`config.mk`:
```
export PLATFORM = sky130hd
export DESIGN_NAME = keypad_encoder_flat
export DESIGN_NICKNAME = d
export VERILOG_FILES = /design/src/rtl/keypad_encoder_if.sv /design/src/rtl/keypad_encoder.sv /design/src/flat_wrapper.sv
export SDC_FILE = /design/constraint.sdc
export NUM_CORES = 1
export LEC_CHECK = 0
export CORE_UTILIZATION = 62
export DETAILED_ROUTE_END_ITERATION = 6
export PLACE_DENSITY = 0.81
export RECOVER_POWER = 50
export SLEW_MARGIN = 20
export SYNTH_ARGS = -nofsm -noshare
export SYNTH_HDL_FRONTEND = slang
export SYNTH_SLANG_ARGS = --single-unit
export TNS_END_PERCENT = 10
```
`constraint.sdc`:
```
create_clock -name clk -period 11.4 [get_ports clk]
set_clock_uncertainty 0.2 [all_clocks]
set_input_delay 3.42 -clock clk [delete_from_list [all_inputs] [get_ports clk]]
set_output_delay 3.42 -clock clk [all_outputs]
set_load 0.005 [all_outputs]
```
`src/rtl/keypad_encoder_if.sv`:
```
// rtl/keypad_encoder_if.sv - keypad matrix lines and encoded-key outputs
interface keypad_encoder_if;
  logic [3:0] row;
  logic [3:0] col;
  logic [6:0] key_data_out;
  logic       key_data_ready;

  modport master (input row, output col, output key_data_out, output key_data_ready);
  modport slave  (output row, input col, input key_data_out, input key_data_ready);
endinterface

```
`src/rtl/keypad_encoder.sv`:
```
// rtl/keypad_encoder.sv - 4x4 active-low keypad scanner, debouncer and ASCII encoder
// Auto-repeat while a key is held is enabled by defining KEYPAD_TYPEMATIC_EN.
module keypad_encoder #(
  parameter int SCAN_DIV        = 64,
  parameter int DEBOUNCE_FRAMES = 4,
`ifdef KEYPAD_TYPEMATIC_EN
  parameter int REPEAT_DELAY    = 250,
  parameter int REPEAT_RATE     = 60,
`endif
  parameter int READY_HOLD      = 8
) (
  input  logic             clk,
  input  logic             rst,
  keypad_encoder_if.master kp
);
  localparam int DIV_W  = $clog2(SCAN_DIV);
  localparam int CNT_W  = $clog2(DEBOUNCE_FRAMES + 1);
  localparam int HOLD_W = $clog2(READY_HOLD + 1);

  typedef enum logic [1:0] {S_SCAN, S_DEBOUNCE, S_REPORT, S_WAIT_RELEASE} state_t;

  logic [DIV_W-1:0]  r_div;
  logic [1:0]        r_idx;
  logic [3:0]        r_row_s1;
  logic [3:0]        r_row_s2;
  logic [11:0]       r_frame;
  logic              w_col_last;
  logic              w_frame_end;
  logic [15:0]       w_frame;
  logic [4:0]        w_nkeys;
  logic [6:0]        w_code;
  logic              w_none;
  logic              w_one;

  state_t            r_state;
  state_t            w_state_nxt;
  logic [CNT_W-1:0]  r_cnt;
  logic [CNT_W-1:0]  w_cnt_nxt;
  logic [CNT_W-1:0]  w_cnt_inc;
  logic [6:0]        r_cand;
  logic [6:0]        w_cand_nxt;
  logic              w_report;

  logic [6:0]        r_data;
  logic              r_ready;
  logic [HOLD_W-1:0] r_hold;

  function automatic logic [6:0] key_ascii(input logic [3:0] idx);
    case (idx)
      4'd0:    key_ascii = 7'h31;
      4'd1:    key_ascii = 7'h32;
      4'd2:    key_ascii = 7'h33;
      4'd3:    key_ascii = 7'h41;
      4'd4:    key_ascii = 7'h34;
      4'd5:    key_ascii = 7'h35;
      4'd6:    key_ascii = 7'h36;
      4'd7:    key_ascii = 7'h42;
      4'd8:    key_ascii = 7'h37;
      4'd9:    key_ascii = 7'h38;
      4'd10:   key_ascii = 7'h39;
      4'd11:   key_ascii = 7'h43;
      4'd12:   key_ascii = 7'h2A;
      4'd13:   key_ascii = 7'h30;
      4'd14:   key_ascii = 7'h23;
      default: key_ascii = 7'h44;
    endcase
  endfunction

  assign w_col_last  = (r_div == DIV_W'(SCAN_DIV - 1));
  assign w_frame_end = w_col_last && (r_idx == 2'd3);
  assign kp.col      = ~(4'b0001 << r_idx);

  always_ff @(posedge clk) begin
    if (rst) begin
      r_div    <= '0;
      r_idx    <= '0;
      r_row_s1 <= 4'hF;
      r_row_s2 <= 4'hF;
      r_frame  <= '0;
    end else begin
      r_row_s1 <= kp.row;
      r_row_s2 <= r_row_s1;
      if (w_col_last) begin
        r_div <= '0;
        r_idx <= r_idx + 2'd1;
        for (int r = 0; r < 4; r++)
          for (int c = 0; c < 3; c++)
            if (r_idx == 2'(c)) r_frame[r*3+c] <= ~r_row_s2[r];
      end else begin
        r_div <= r_div + 1'b1;
      end
    end
  end

  // Column 3 is classified straight from the synchronizer on the frame-end cycle.
  always_comb begin
    w_frame = '0;
    w_nkeys = '0;
    w_code  = 7'h20;
    for (int r = 0; r < 4; r++) begin
      for (int c = 0; c < 3; c++) w_frame[r*4+c] = r_frame[r*3+c];
      w_frame[r*4+3] = ~r_row_s2[r];
    end
    for (int i = 0; i < 16; i++) begin
      if (w_frame[i]) begin
        w_nkeys = w_nkeys + 5'd1;
        w_code  = key_ascii(4'(i));
      end
    end
  end

  assign w_none    = (w_nkeys == 5'd0);
  assign w_one     = (w_nkeys == 5'd1);
  assign w_cnt_inc = r_cnt + 1'b1;

`ifdef KEYPAD_TYPEMATIC_EN
  localparam int REP_MAX = (REPEAT_DELAY > REPEAT_RATE) ? REPEAT_DELAY : REPEAT_RATE;
  localparam int REP_W   = $clog2(REP_MAX + 1);
  logic [REP_W-1:0] r_rep;
  logic [REP_W-1:0] w_rep_nxt;
  logic [REP_W-1:0] w_rep_inc;
  logic [REP_W-1:0] w_rep_target;
  logic             r_rep_started;
  logic             w_rep_started_nxt;

  assign w_rep_inc    = r_rep + 1'b1;
  assign w_rep_target = r_rep_started ? REP_W'(REPEAT_RATE) : REP_W'(REPEAT_DELAY);
`endif

  always_ff @(posedge clk) begin
    if (rst) begin
      r_state <= S_SCAN;
      r_cnt   <= '0;
      r_cand  <= 7'h20;
`ifdef KEYPAD_TYPEMATIC_EN
      r_rep         <= '0;
      r_rep_started <= 1'b0;
`endif
    end else begin
      r_state <= w_state_nxt;
      r_cnt   <= w_cnt_nxt;
      r_cand  <= w_cand_nxt;
`ifdef KEYPAD_TYPEMATIC_EN
      r_rep         <= w_rep_nxt;
      r_rep_started <= w_rep_started_nxt;
`endif
    end
  end

  always_comb begin
    w_state_nxt = r_state;
    w_cnt_nxt   = r_cnt;
    w_cand_nxt  = r_cand;
    w_report    = 1'b0;
`ifdef KEYPAD_TYPEMATIC_EN
    w_rep_nxt         = r_rep;
    w_rep_started_nxt = r_rep_started;
`endif
    case (r_state)
      S_SCAN: begin
        if (w_frame_end && w_one) begin
          w_state_nxt = S_DEBOUNCE;
          w_cand_nxt  = w_code;
          w_cnt_nxt   = CNT_W'(1);
        end
      end
      S_DEBOUNCE: begin
        if (w_frame_end) begin
          if (w_one && (w_code == r_cand)) begin
            w_cnt_nxt = w_cnt_inc;
            if (w_cnt_inc == CNT_W'(DEBOUNCE_FRAMES)) begin
              w_state_nxt = S_REPORT;
`ifdef KEYPAD_TYPEMATIC_EN
              w_rep_nxt         = '0;
              w_rep_started_nxt = 1'b0;
`endif
            end
          end else if (w_one) begin
            w_cand_nxt = w_code;
            w_cnt_nxt  = CNT_W'(1);
          end else begin
            w_state_nxt = S_SCAN;
            w_cnt_nxt   = '0;
          end
        end
      end
      S_REPORT: begin
        w_report    = 1'b1;
        w_state_nxt = S_WAIT_RELEASE;
        w_cnt_nxt   = '0;
      end
      default: begin
        if (w_frame_end) begin
          if (w_none) begin
            w_cnt_nxt = w_cnt_inc;
            if (w_cnt_inc == CNT_W'(DEBOUNCE_FRAMES)) begin
              w_state_nxt = S_SCAN;
              w_cnt_nxt   = '0;
            end
          end else begin
            w_cnt_nxt = '0;
          end
`ifdef KEYPAD_TYPEMATIC_EN
          if (w_one && (w_code == r_cand)) begin
            w_rep_nxt = w_rep_inc;
            if (w_rep_inc == w_rep_target) begin
              w_state_nxt       = S_REPORT;
              w_rep_nxt         = '0;
              w_rep_started_nxt = 1'b1;
            end
          end else begin
            w_rep_nxt         = '0;
            w_rep_started_nxt = 1'b0;
          end
`endif
        end
      end
    endcase
  end

  always_ff @(posedge clk) begin
    if (rst) begin
      r_data  <= 7'h20;
      r_ready <= 1'b0;
      r_hold  <= '0;
    end else if (w_report) begin
      r_data  <= r_cand;
      r_ready <= 1'b1;
      r_hold  <= HOLD_W'(READY_HOLD - 1);
    end else if (r_hold != '0) begin
      r_hold <= r_hold - 1'b1;
    end else begin
      r_ready <= 1'b0;
    end
  end

  assign kp.key_data_out   = r_data;
  assign kp.key_data_ready = r_ready;
endmodule
```
`src/flat_wrapper.sv`:
```
// flat-port wrapper written by rule: the top's interface ports become plain ports
module keypad_encoder_flat 
#(
  parameter int SCAN_DIV        = 64,
  parameter int DEBOUNCE_FRAMES = 4,

  parameter int READY_HOLD      = 8
)
  (clk, rst, kp_row, kp_col, kp_key_data_out, kp_key_data_ready);
  keypad_encoder_if kp_i ();
  input  logic clk;
  input  logic rst;
  input wire logic [$bits(kp_i.row)-1:0] kp_row;
  output wire logic [$bits(kp_i.col)-1:0] kp_col;
  output wire logic [$bits(kp_i.key_data_out)-1:0] kp_key_data_out;
  output wire logic [$bits(kp_i.key_data_ready)-1:0] kp_key_data_ready;
  assign kp_i.row = kp_row;
  assign kp_col = kp_i.col;
  assign kp_key_data_out = kp_i.key_data_out;
  assign kp_key_data_ready = kp_i.key_data_ready;
  keypad_encoder #(.SCAN_DIV(SCAN_DIV), .DEBOUNCE_FRAMES(DEBOUNCE_FRAMES), .READY_HOLD(READY_HOLD)) u_core (.clk(clk), .rst(rst), .kp(kp_i));
endmodule
```
======== Word level (Yosys, flattened, before mapping) ========
Cells that the tools add are included.
cells by class
  bitwise logic cells ..................... 5
  shift operators ......................... 1
  mux-type cells .......................... 59
  reduce and logical (&&, ||, !) cells .... 20
  equal/unequal tests ..................... 16
  $add $sub $neg .......................... 19
operator list
  kind                 count
  $mux 7               17
  $mux 5               18
  $add 5x1->5 const B  14
  $mux 3               8
  $mux 2               8
  $pmux 7 s2           1
  $reduce_bool 4->1    3
  $pmux 3 s3           1
  $ne 2x1->1 const B   4
  $eq 7x7->1           1
  $reduce_and 7->1     1
  $add 6x1->6 const B  1
  $eq 2x2->1 const B   3
  $eq 6x6->1 const B   1
  $ne 3x3->1 const B   2
  $pmux 2 s3           1
  $reduce_and 2->1     3
  $eq 5x1->1 const B   1
  $logic_not 5->1      1
  $mux 1               5
  $reduce_and 5->1     1
  $eq 2x1->1 const B   2
  $logic_not 2->1      2
  $not 1->1            4
  13 further kinds     17
word-level totals
  word-level logic and storage cells ...... 134
  input bits .............................. 6
  output and inout port bits .............. 12
  flip-flop bits (word level) ............. 52

======== Depth between registers and ports, before layout ========
  depth after elaboration ................. 36
  depth in mapped cells ................... 51

======== Worst setup path before layout ========
OpenSTA, ideal clock, no wires.
  path kind ............................... reg-to-reg
  start ................................... reg u_core.r_frame[0]
  end ..................................... reg u_core.r_cnt[2]
  slack ................................... 1,575 ps
  cell stages (with the launch flop) ...... 50
  arrival ................................. 9,554 ps
  data required time ...................... 11,130 ps
  path buffers ............................ 1
  cells stage by stage .................... dfxtp_1 > inv_1 > ha_1 > buf_6 > xor2_1 > ha_1 > mux2_2 > ha_1 > mux2_2 > ha_1 > a32o_1 > or2_1 > ha_1 > nand2b_1 > o21a_1 > ha_1 > inv_1 > o21ai_0 > (+14 left out) > ha_1 > nand2_1 > o21ai_0 > o31ai_1 > inv_1 > ha_1 > nand2_1 > o21ai_0 > ha_1 > mux2i_1 > inv_1 > ha_1 > xnor2_1 > or3_1 > mux2i_1 > a31oi_2 > or4b_1 > a21oi_1
on the way
  word-level cells in the longest chain between the ends .. 36
ends and longest elaborated chain
  item                             line                   source
  start, declared                  keypad_encoder.sv:26   logic [11:0] r_frame;
  start signal, assigned by index  keypad_encoder.sv:88   if (r_idx == 2'(c)) r_frame[r*3+c] <= ~r_row_s2[r];
  $mux 1                           keypad_encoder.sv:105  if (w_frame[i]) begin
  $add 1x1->2                      keypad_encoder.sv:106  w_nkeys = w_nkeys + 5'd1;
  $mux 5                           keypad_encoder.sv:105
  $add 5x1->5                      keypad_encoder.sv:106
  $mux 5                           keypad_encoder.sv:105
  $add 5x1->5                      keypad_encoder.sv:106
  $mux 5                           keypad_encoder.sv:105
  $add 5x1->5                      keypad_encoder.sv:106
  (+20 left out)                   n/a
  $mux 5                           keypad_encoder.sv:105
  $add 5x1->5                      keypad_encoder.sv:106
  $mux 5                           keypad_encoder.sv:105
  $eq 5x1->1                       keypad_encoder.sv:113  assign w_one = (w_nkeys == 5'd1);
  $logic_and 1x1->1                keypad_encoder.sv:169  if (w_one && (w_code == r_cand)) begin
  $mux 3                           keypad_encoder.sv:169
  $mux 3                           keypad_encoder.sv:168  if (w_frame_end) begin
  $pmux 3 s3                       keypad_encoder.sv:159  case (r_state)
  end signal, assigned             keypad_encoder.sv:141  r_cnt <= w_cnt_nxt;
  end, declared                    keypad_encoder.sv:37   logic [CNT_W-1:0] r_cnt;
Several ways; a longest one is shown, not always the timed one. The select of a mux whose other input is x is not followed.
A chain may end at the register's enable or synchronous reset.

======== Worst setup path after layout ========
Ends and elaborated chain as after synthesis.

==> impl_metrics.env <==
export IMPL_outcome="complete, no violations"
export IMPL_placed_area_mm2=0.00424
export IMPL_path_buf_inv=7
export IMPL_synth_flop_cell="dfxtp_1"
export IMPL_nets=537
export IMPL_ant_nets=0
export IMPL_synth_seq_area_share=0.255
export IMPL_fp_dieH_um=83.1
export IMPL_synth_area_leaders="dfxtp_1 (26%), ha_1 (8.0%), xnor2_1 (6.2%), nor2_1 (5.5%), a21oi_1 (4.9%)"
export IMPL_synth_cell_types=67
export IMPL_regArea_mm2=0.00104
export IMPL_start_util=0.643
export IMPL_worst_slew_pin_slew_ns=1.23
export IMPL_cp_data_required_time_ns=11.43
export IMPL_synthesis_area_mm2=0.00408
export IMPL_worst_path_dominant_cell_family="adder cells"
export IMPL_critPathLaunchType="register"
export IMPL_clk_path_buf_depth=2
export IMPL_routed_wl_um=7940
export IMPL_cts_root_buf="clkbuf_8"
export IMPL_cts_tree="done"
export IMPL_first_iter_violations=104
export IMPL_final_area_mm2=0.00437
export IMPL_clock_sinks=52
export IMPL_cts_buffers=5
export IMPL_power_density_mw_per_mm2=88.5
export IMPL_via_per_inst=5.78
export IMPL_num_vias=3369
export IMPL_finalWorstSetupSlack_ns=0.769
export IMPL_num_antenna_cells=0
export IMPL_critical_path_arrival_ns=10.66
export IMPL_fmax_ghz=0.0941
export IMPL_grt_pass1_wl_um=13800
export IMPL_synth_top_area_cell="dfxtp_1"
export IMPL_dp_hpwl_um=6010
export IMPL_setup_tns_ns=0
export IMPL_maxSlewHeadroom=0.179
export IMPL_crit_path_frequent_cell="ha_1"
export IMPL_slew_violations=0
export IMPL_crit_path_max_incr_delay_ns=0.52
export IMPL_min_period_ns=10.63
export IMPL_cts_setup_buffers=0
export IMPL_areaGrowthSynthToFinish_pct=6.99
export IMPL_synth_cells=506
export IMPL_syn_avg_cell_area_um2=8.07
export IMPL_setup_viol=0
export IMPL_die_x_um=83.1
export IMPL_vdd_drop_max_mv=0.152
export IMPL_ctsResizeCount=0
export IMPL_crit_type="reg -> reg"
export IMPL_port_buffer_count=17
export IMPL_clk_pin_slew_ns=0.09
export IMPL_drt_pass1_iterations=5
export IMPL_hp_class="reg -> reg"
export IMPL_yosys_warnings=0
export IMPL_synth_seq_cells=52
export IMPL_holdBufCountCts=0
export IMPL_power_total_uw=386
export IMPL_crit_slowest_cell="or4b_1"
export IMPL_pre_cts_slack_ns=0.714
export IMPL_fin_crit_sh=0.933
export IMPL_rsz0062_at_grt="no"
export IMPL_drcViolationCount=0
export IMPL_grt_max_degree=32
export IMPL_io_pins=18
export IMPL_synth_edff_count=0
export IMPL_endpoint_kind="register"
export IMPL_rows=29
export IMPL_crit_path_max_fanout=7
export IMPL_core_mm2=0.00635
export IMPL_first_global_vias=3187
export IMPL_yosysTopAreaCellShare=0.255
export IMPL_htreeDepth=2
export IMPL_multi_input_area_mm2=0.00284
export IMPL_synthesis_nets=538
export IMPL_p_leak_nw=1.85
export IMPL_gp_congestion=0.891
export IMPL_utilization=0.688
export IMPL_drive_gt1_frac=0.0830
export IMPL_wire_per_inst_um=13.6
export IMPL_synth_async_sr_flop_share=0
export IMPL_drv_cap=0
export IMPL_antenna_found_initial=0
export IMPL_grt_total_usage=0.237
export IMPL_clock_latency_ns=0.31
export IMPL_hold_viol_final=0
export IMPL_dieArea_mm2=0.00691
export IMPL_grt_ovfl_total=0
export IMPL_fill_cells=533
-- synth_stat cells, drive strengths merged (5+ instances only) --
cell    count
a21oi      40
o21ai      11
nand2b      5
mux2i      14
xnor3       7
ha         26
clkbuf     22
xor2       24
nor3b       5
or3         6
xnor2      31
nand3b      5
nand2      52
dfxtp      52
inv        28
nand3      17
or2        16
nor3       12
nor2       60
nand4       6
-- worst paths after layout --
| path | slack, ns | depth (start not counted) | start | end |
|---|---|---|---|---|
| min reg2reg | 0.21 | 1 | u_core.r_row_s1[0]$_SDFF_PP1_ | u_core.r_row_s2[0]$_SDFF_PP1_ |
| min | 0.21 | 1 | u_core.r_row_s1[0]$_SDFF_PP1_ | u_core.r_row_s2[0]$_SDFF_PP1_ |
| max | 0.77 | 48 | u_core.r_frame[0]$_SDFFE_PP0P_ | u_core.r_cnt[2]$_SDFFE_PP0P_ |
| max reg2reg | 0.77 | 48 | u_core.r_frame[0]$_SDFFE_PP0P_ | u_core.r_cnt[2]$_SDFFE_PP0P_ |
-- cells by family after synthesis --
logic type	count (synthesis)	share of synthesized area
buffers and inverters	54	0.0530
AO/OA/AOI/OAI	90	0.142
adder cells (fa/ha/maj)	26	0.0797
XOR/XNOR	63	0.177
flip-flops	52	0.255
AND/OR/NAND/NOR	203	0.245
multiplexers	18	0.0484
-- per-layer routing --
layer | track usage | vias up | part of all wire
met2 | 0.408 | 56 | 0.48
met5 | 0 | - | 0
met3 | 0.0328 | 13 | 0.027
met4 | 0.0846 | 0 | 0.018
met1 | 0.304 | 1563 | 0.47
li1 | - | 1737 | -
-- per-stage QoR --
| step | hold slack [ns] | cells |
|---|---|---|
| floorplan | 0.189 | 506 |
| global placement | 0.192 | 575 |
| detailed placement | 0.196 | 575 |
| CTS | 0.217 | 583 |
| global route | 0.227 | 583 |
| finish | 0.214 | 583 |
-- layout by cell type, fill, tap and decap left out, types with 5 or more instances in the layout --
cell / n
or3_1: 5
nand2b_1: 5
or2_2: 13
dlygate4sd3_1: 9
nor3b_1: 5
nor3_1: 12
o21ai_0: 10
clkbuf_8: 5
ha_1: 26
nand4_1: 5
nor2_1: 60
nand3b_1: 5
xnor3_1: 6
nand2_1: 52
dfxtp_1: 52
a21oi_1: 40
xnor2_1: 27
clkdlybuf4s50_1: 8
xor2_1: 20
inv_1: 28
nand3_1: 17
mux2i_1: 12
-- power by group --
part | internal, mW | total, mW | switching (mW)
registers | 0.190 | 0.197 | 0.00738
clock network | 0.0652 | 0.123 | 0.0579
logic | 0.0294 | 0.0663 | 0.0368
total | 0.284 | 0.386 | 0.102
-- layout make-up --
type,count,area share
Timing Repair Buffer,18,0.0398
Clock buffer,6,0.0166
Sequential cell,52,0.238
Tap cell,77,0.0221
Inverter,28,0.0241
Clock inverter,2,0.00802
Multi-Input combinational cell,400,0.651
-- worst reg2reg max path: cells and delay by family, from the launching register on --
| kind | cells | cell delay, ns |
|---|---|---|
| AND/OR/NAND/NOR | 10 | 1.99 |
| buffers and inverters | 7 | 0.48 |
| XOR/XNOR | 2 | 0.31 |
| flip-flops | 1 | 0.40 |
| adder cells (fa/ha/maj) | 14 | 4.19 |
| multiplexers | 5 | 1.32 |
| AO/OA/AOI/OAI | 10 | 1.66 |
-- registers in the layout (all words and copies together), names as in the netlist --
name and count:
u_core.r_hold 4, u_core.r_idx 2, u_core.r_row_s2 4, u_core.r_frame 12
u_core.r_cnt 3, u_core.r_cand 7, u_core.r_row_s1 4, u_core.kp.key_data_out 7
u_core.r_state 2, u_core.kp.key_data_ready 1, u_core.r_div 6
No activity file was read; power rests on OpenSTA's default activity.
